<file path="config.mk">
export PLATFORM = sky130hd
export DESIGN_NAME = dcache_dm
export DESIGN_NICKNAME = d
export VERILOG_FILES = /design/src/rtl/dcache_pkg.sv /design/src/rtl/dcache_frames.sv /design/src/rtl/dcache_dm.sv
export SDC_FILE = /design/constraint.sdc
export NUM_CORES = 2
export LEC_CHECK = 0
export ABC_AREA = 1
export CAP_MARGIN = 20
export CORE_MARGIN = 4
export CORE_UTILIZATION = 45
export CTS_BUF_LIST = sky130_fd_sc_hd__clkbuf_16
export CTS_CLUSTER_DIAMETER = 30
export DETAILED_ROUTE_END_ITERATION = 7
export GPL_ROUTABILITY_DRIVEN = 0
export PLACE_DENSITY_LB_ADDON = 0.2
export SETUP_SLACK_MARGIN = 0.2
export SYNTH_ARGS = -nofsm -noshare
export SYNTH_HDL_FRONTEND = slang
export SYNTH_HIERARCHICAL = 1
export SYNTH_SLANG_ARGS = --single-unit
</file>
<file path="constraint.sdc">
create_clock -name CLK -period 6.7 [get_ports CLK]
set_input_delay 2.01 -clock CLK [delete_from_list [all_inputs] [get_ports CLK]]
set_output_delay 2.01 -clock CLK [all_outputs]
set_load 0.1 [all_outputs]
</file>
<file path="src/rtl/dcache_pkg.sv">
// Shared types and address helpers for the direct-mapped data cache.
package dcache_pkg;

  // Tags are stored as the word address shifted right by the index width, so
  // one 30-bit field covers every legal SETS value.
  localparam int TAG_W = 30;

  typedef enum logic [2:0] {
    IDLE,
    WB,
    FETCH,
    FLUSH_CHK,
    FLUSH_WB,
    DONE
  } dcache_state_t;

  typedef struct packed {
    logic             valid;
    logic             dirty;
    logic [TAG_W-1:0] tag;
    logic [31:0]      data;
  } dcache_frame_t;

  // Frame index of a byte address (addr[idx_w+1:2]), zero-extended to 8 bits.
  function automatic logic [7:0] addr_idx(input logic [31:0] addr, input int idx_w);
    logic [31:0] m;
    logic [31:0] w;
    m = (32'd1 << idx_w) - 32'd1;
    w = (addr >> 2) & m;
    return w[7:0];
  endfunction

  // Tag of a byte address (addr[31:idx_w+2]), zero-extended.
  function automatic logic [TAG_W-1:0] addr_tag(input logic [31:0] addr, input int idx_w);
    logic [31:0] w;
    w = addr >> (idx_w + 2);
    return w[TAG_W-1:0];
  endfunction

  // Rebuild the word-aligned byte address of a frame from its tag and index.
  function automatic logic [31:0] frame_addr(input logic [TAG_W-1:0] tag,
                                             input logic [7:0] idx, input int idx_w);
    logic [31:0] a;
    a = ({2'b00, tag} << idx_w) | {24'd0, idx};
    return a << 2;
  endfunction

endpackage

</file>
<file path="src/rtl/dcache_frames.sv">
// Frame storage: one combinational read port, one write port, and a
// separate per-frame dirty clear used when a write-back completes.
module dcache_frames
  import dcache_pkg::*;
#(
  parameter int SETS  = 16,
  parameter int IDX_W = $clog2(SETS)
) (
  input  logic             CLK,
  input  logic             nRST,
  input  logic [IDX_W-1:0] rd_idx,
  output dcache_frame_t    rd_frame,
  input  logic             wr_en,
  input  logic [IDX_W-1:0] wr_idx,
  input  dcache_frame_t    wr_frame,
  input  logic             clr_en,
  input  logic [IDX_W-1:0] clr_idx
);

  dcache_frame_t frames [SETS];

  assign rd_frame = frames[rd_idx];

  // Frame array update; reset invalidates every frame.
  always_ff @(posedge CLK or negedge nRST) begin
    if (!nRST) begin
      for (int i = 0; i < SETS; i++) frames[i] <= '0;
    end else begin
      if (wr_en) frames[wr_idx] <= wr_frame;
      if (clr_en) frames[clr_idx].dirty <= 1'b0;
    end
  end

endmodule

</file>
<file path="src/rtl/dcache_dm.sv">
// Direct-mapped, write-back, write-allocate data cache with one-word blocks
// and a halt-triggered flush of all dirty frames.
module dcache_dm
  import dcache_pkg::*;
#(
  parameter int SETS  = 16,
  parameter int IDX_W = $clog2(SETS)
) (
  input  logic        CLK,
  input  logic        nRST,
  input  logic        halt,
  input  logic        dmemREN,
  input  logic        dmemWEN,
  input  logic [31:0] dmemaddr,
  input  logic [31:0] dmemstore,
  output logic        dhit,
  output logic [31:0] dmemload,
  output logic        flushed,
  output logic        dREN,
  output logic        dWEN,
  output logic [31:0] daddr,
  output logic [31:0] dstore,
  input  logic        dwait,
  input  logic [31:0] dload
);

  dcache_state_t    state, next_state;
  logic [IDX_W-1:0] fidx;
  logic [31:2]      miss_addr;

  logic [7:0]       req_idx8, miss_idx8;
  logic [IDX_W-1:0] req_idx, miss_idx, rd_idx, wr_idx, clr_idx;
  logic [TAG_W-1:0] req_tag, miss_tag;
  dcache_frame_t    rd, wr_frame;
  logic             wr_en, clr_en;
  logic             req, hit, victim_dirty, last;

  assign req_idx8  = addr_idx(dmemaddr, IDX_W);
  assign miss_idx8 = addr_idx({miss_addr, 2'b00}, IDX_W);
  assign req_idx   = req_idx8[IDX_W-1:0];
  assign miss_idx  = miss_idx8[IDX_W-1:0];
  assign req_tag   = addr_tag(dmemaddr, IDX_W);
  assign miss_tag  = addr_tag({miss_addr, 2'b00}, IDX_W);

  assign req          = dmemREN | dmemWEN;
  assign hit          = (state == IDLE) && !halt && req && rd.valid && (rd.tag == req_tag);
  assign victim_dirty = rd.valid && rd.dirty;
  assign last         = (fidx == IDX_W'(SETS - 1));

  // Read port follows the request in IDLE, the latched miss during a
  // miss, and the flush counter while flushing.
  always_comb begin
    rd_idx = fidx;
    case (state)
      IDLE:      rd_idx = req_idx;
      WB, FETCH: rd_idx = miss_idx;
      default:   rd_idx = fidx;
    endcase
  end

  dcache_frames #(.SETS(SETS), .IDX_W(IDX_W)) u_frames (
    .CLK      (CLK),
    .nRST     (nRST),
    .rd_idx   (rd_idx),
    .rd_frame (rd),
    .wr_en    (wr_en),
    .wr_idx   (wr_idx),
    .wr_frame (wr_frame),
    .clr_en   (clr_en),
    .clr_idx  (clr_idx)
  );

  // State register.
  always_ff @(posedge CLK or negedge nRST) begin
    if (!nRST) state <= IDLE;
    else       state <= next_state;
  end

  // Next-state logic; halt wins over a request in IDLE.
  always_comb begin
    next_state = state;
    case (state)
      IDLE:      if (halt) next_state = FLUSH_CHK;
                 else if (req && !hit) next_state = victim_dirty ? WB : FETCH;
      WB:        if (!dwait) next_state = FETCH;
      FETCH:     if (!dwait) next_state = IDLE;
      FLUSH_CHK: if (victim_dirty) next_state = FLUSH_WB;
                 else if (last) next_state = DONE;
      FLUSH_WB:  if (!dwait) next_state = last ? DONE : FLUSH_CHK;
      default:   next_state = DONE;
    endcase
  end

  // Miss address latch and flush index; the index stops at the last frame.
  always_ff @(posedge CLK or negedge nRST) begin
    if (!nRST) begin
      miss_addr <= '0;
      fidx      <= '0;
    end else begin
      if (state == IDLE && !halt && req && !hit) miss_addr <= dmemaddr[31:2];
      if (state == IDLE && halt) fidx <= '0;
      else if (state == FLUSH_CHK && !victim_dirty && !last) fidx <= fidx + 1'b1;
      else if (state == FLUSH_WB && !dwait && !last) fidx <= fidx + 1'b1;
    end
  end

  // Frame writes: write hits, fills, and dirty clears after write-backs.
  always_comb begin
    wr_en    = 1'b0;
    wr_idx   = req_idx;
    wr_frame = '0;
    clr_en   = 1'b0;
    clr_idx  = fidx;
    case (state)
      IDLE: if (hit && dmemWEN) begin
        wr_en    = 1'b1;
        wr_frame = '{valid: 1'b1, dirty: 1'b1, tag: rd.tag, data: dmemstore};
      end
      FETCH: if (!dwait) begin
        wr_en    = 1'b1;
        wr_idx   = miss_idx;
        wr_frame = '{valid: 1'b1, dirty: 1'b0, tag: miss_tag, data: dload};
      end
      WB: if (!dwait) begin
        clr_en  = 1'b1;
        clr_idx = miss_idx;
      end
      FLUSH_WB: if (!dwait) clr_en = 1'b1;
      default: ;
    endcase
  end

  // Outputs: memory side is Moore on state; dhit/dmemload follow the request.
  always_comb begin
    dREN     = 1'b0;
    dWEN     = 1'b0;
    daddr    = '0;
    dstore   = '0;
    flushed  = (state == DONE);
    dhit     = hit;
    dmemload = hit ? rd.data : '0;
    case (state)
      FETCH: begin
        dREN  = 1'b1;
        daddr = {miss_addr, 2'b00};
      end
      WB, FLUSH_WB: begin
        dWEN   = 1'b1;
        daddr  = frame_addr(rd.tag, 8'(rd_idx), IDX_W);
        dstore = rd.data;
      end
      default: ;
    endcase
  end

endmodule

</file>
==> results by group <==
Run status
  • Status: finished, violations left
  • Failing checks: setup timing

Critical path
  • Setup crit end kind: output port
  • Startpoint Class: input port
  • Worst path required time: 4690 ps
  • Crit Path Class: input port to output port
  • CP max FO: 7
  • CP arrival: around 5400 ps

Synth
  • Yosys top cell area share: 49.4%
  • Seq cells post-synth: 1,061
  • Synth Flop Type: dfrtp_1
  • Syn avg cell area: 7.29 um^2
  • Post-Synthesis Cells: roughly 7,400
  • Yosys Warn Count: 6
  • Post-synth EDFFs: 0
  • Post-synthesis sequential area ratio: 49.4%
  • Post-Syn Area: 53,800 um^2
  • Async set-reset flop share out of synthesis: 100%
  • Post-synth top cells: nand2_1, inv_1, dfrtp_1
  • Cell type with the largest total area after synthesis: dfrtp_1
  • Synth unique cells: 41
  • Leading cell type by number of instances after synthesis: nand2_1
  • Largest cells by area after synthesis: dfrtp_1, nand2_1, o21ai_0, inv_1, nand3_1

Drt
  • Antenna Nets Post-Route: 0
  • Via count: 49,678
  • DRT Wirelength: 174,000 um
  • Routed WL per cell: 18.2 um
  • Via density per instance: 5.19
  • DRT iter0 DRCs: between 5,000 and 6,000
  • Drc violations: 0
  • First drt pass iteration count: 6

Global routing
  • Gr ovfl total: 0
  • Initial antenna violation count: 1
  • Pin count of the biggest net entering global routing: 140
  • First-pass GRT wire length: 271,000 um
  • GRT Resource Usage Total: 27.1%
  • Vias in the first global route: 48,481

STA
  • Maximum clock frequency: about 0.14 GHz
  • Fin Setup TNS: -21,900 ps
  • Period utilisation layout: 110%
  • Relative slew margins: 30.3%
  • Min Tclk post-route: approximately 7400 ps
  • Slew Viols, Final: 0
  • Worst Clk Skew: 48.4 ps
  • RSZ-0062 raised after global routing: true
  • Fin. Hold Viols: 0
  • Tightest Pin Transition: 1030 ps
  • Final setup margin: -692 ps
  • Final setup fails: 33

Cells and area
  • Final net count: 7,867
  • Layout area overhead: 32.7%
  • Fill cells: 10,238
  • Seq. cell area: around 27,000 um^2
  • Layout cells sized above 1: between 10% and 20%
  • Multi-input logic area: 21,400 um^2
  • Finished Core Util: 60.3%

Place
  • Pre-CTS WS: -1510 ps
  • IO buf count: about 200
  • DP HPWL: 99,300 um

Hold path
  • HP Class: flip-flop to flip-flop

Clocking
  • Total CTS buffers: roughly 240
  • CTS tree: yes
  • Skew-Pair Late Insertion Delay: 820 ps
  • Clock H-tree levels: 4
  • Sink Count: 1,061
  • CTS hold repair buffers: 0
  • Clock-pin slew on the worst setup and hold paths: 40 ps
  • Clock buffer depth: 3
  • Root Driver: clkbuf_16

Die
  • # IOs: between 200 and 250
  • Die area: 125,000 um^2
  • Chip Width: 354 um
  • Count of standard-cell rows: ~130
  • Total core area: 118,000 um^2
  • Die height: between 300 and 400 um
  • Initial core utilization: 45.4%

Run
  • Max Cap Viol: 0
cell usage in the layout (no fill, tap or decap), types with 9 or more instances in the layout:
master	count
clkinv_16	9
nand2_4	17
dfrtp_1	1061
nand2_1	2288
nor2_1	71
nor2_2	36
buf_4	286
o22ai_2	10
inv_1	1144
nor2_4	44
o21ai_0	978
conb_1	10
nand2_2	39
o21ai_2	25
nand3_2	20
a21oi_1	9
clkinvlp_4	41
buf_12	207
buf_16	23
nand3_1	825
clkinv_2	42
buf_8	10
inv_2	14
clkinv_4	12
o22ai_1	32
buf_6	19
clkinv_1	39
clkdlybuf4s50_1	96
clkbuf_16	247
bufinv_16	36
o21ai_1	190
cells by family after synthesis:
kind of cell | count (synthesis) | synth area share (%)
other cells | 1 | 0.00697
fa+ha+maj | 1 | 0.0233
simple gates | 3381 | 26.0
xor+xnor | 6 | 0.0977
compound gates | 1254 | 11.9
flops | 1061 | 49.4
buf+inv | 1671 | 12.6
stage by stage:
step | instance area, um^2 | cells | hold WS (ps)
after floorplan | 54500 | 7384 | 442
after global placement | 61100 | 9057 | 453
after detailed placement | 61100 | 9057 | 458
after CTS | 70600 | 9551 | 470
after global routing | 71400 | 9574 | 486
final | 71400 | 9575 | 466
path summary, 6_finish.rpt:
check                              start                         end  slack (ps)  depth (start not counted)
setup / recovery             dmemaddr[2]                 dmemload[8]        -690                         23
hold / removal             miss_addr[28]               miss_addr[28]         470                          2
setup reg to reg                state[2]                   flip-flop        1590                         31
hold reg to reg            miss_addr[28]               miss_addr[28]         470                          2
max in group asynchronous           nRST                     fidx[3]        4040                          2
min in group asynchronous           nRST  asynchronous set/reset pin        1200                          1
timing repair:
item / CTS / global route
pin swaps: 32 / 43
setup endpoints to repair: 91 / 64
resized for setup: 165 / 106
buffers inserted: 27 / 9
gates cloned: 18 / 14
routing by layer:
layer	wire, um	global-route usage (%)	vias up
met5	0	0	-
met4	5970	11.0	0
met3	12400	4.15	348
met2	83400	45.2	1831
met1	72000	35.5	23696
li1	-	-	23803
worst max-delay path: stages:
cell       delay, ps
buf_6            100
buf_12           120
inv_12            40
o22ai_4           70
or2_4            330
buf_6            150
buf_12           120
buf_16           130
or2_4            220
nand3_2           70
nand3_2           80
nand3_2           90
nand2_4           80
nand2_4          100
nand2_4           80
nor2_4           110
o2111ai_2        130
nor2_2           190
nand4_1          340
buf_12           300
buf_16           170
nor2_4           130
buf_12           180
cell type report:
type	instances	share of cell area, %
flip-flops and latches	1061	37.2
multi-input cells	4653	30.0
repair buffers	660	12.2
clock buffers	237	8.31
inverters	1144	6.15
clock inverters	212	3.25
well taps	1600	2.80
repair inverters	7	0.144
diodes	1	0.00351
Power is not shown: default switching activity piles up to over one toggle a cycle in this logic, so the estimate is an artifact.
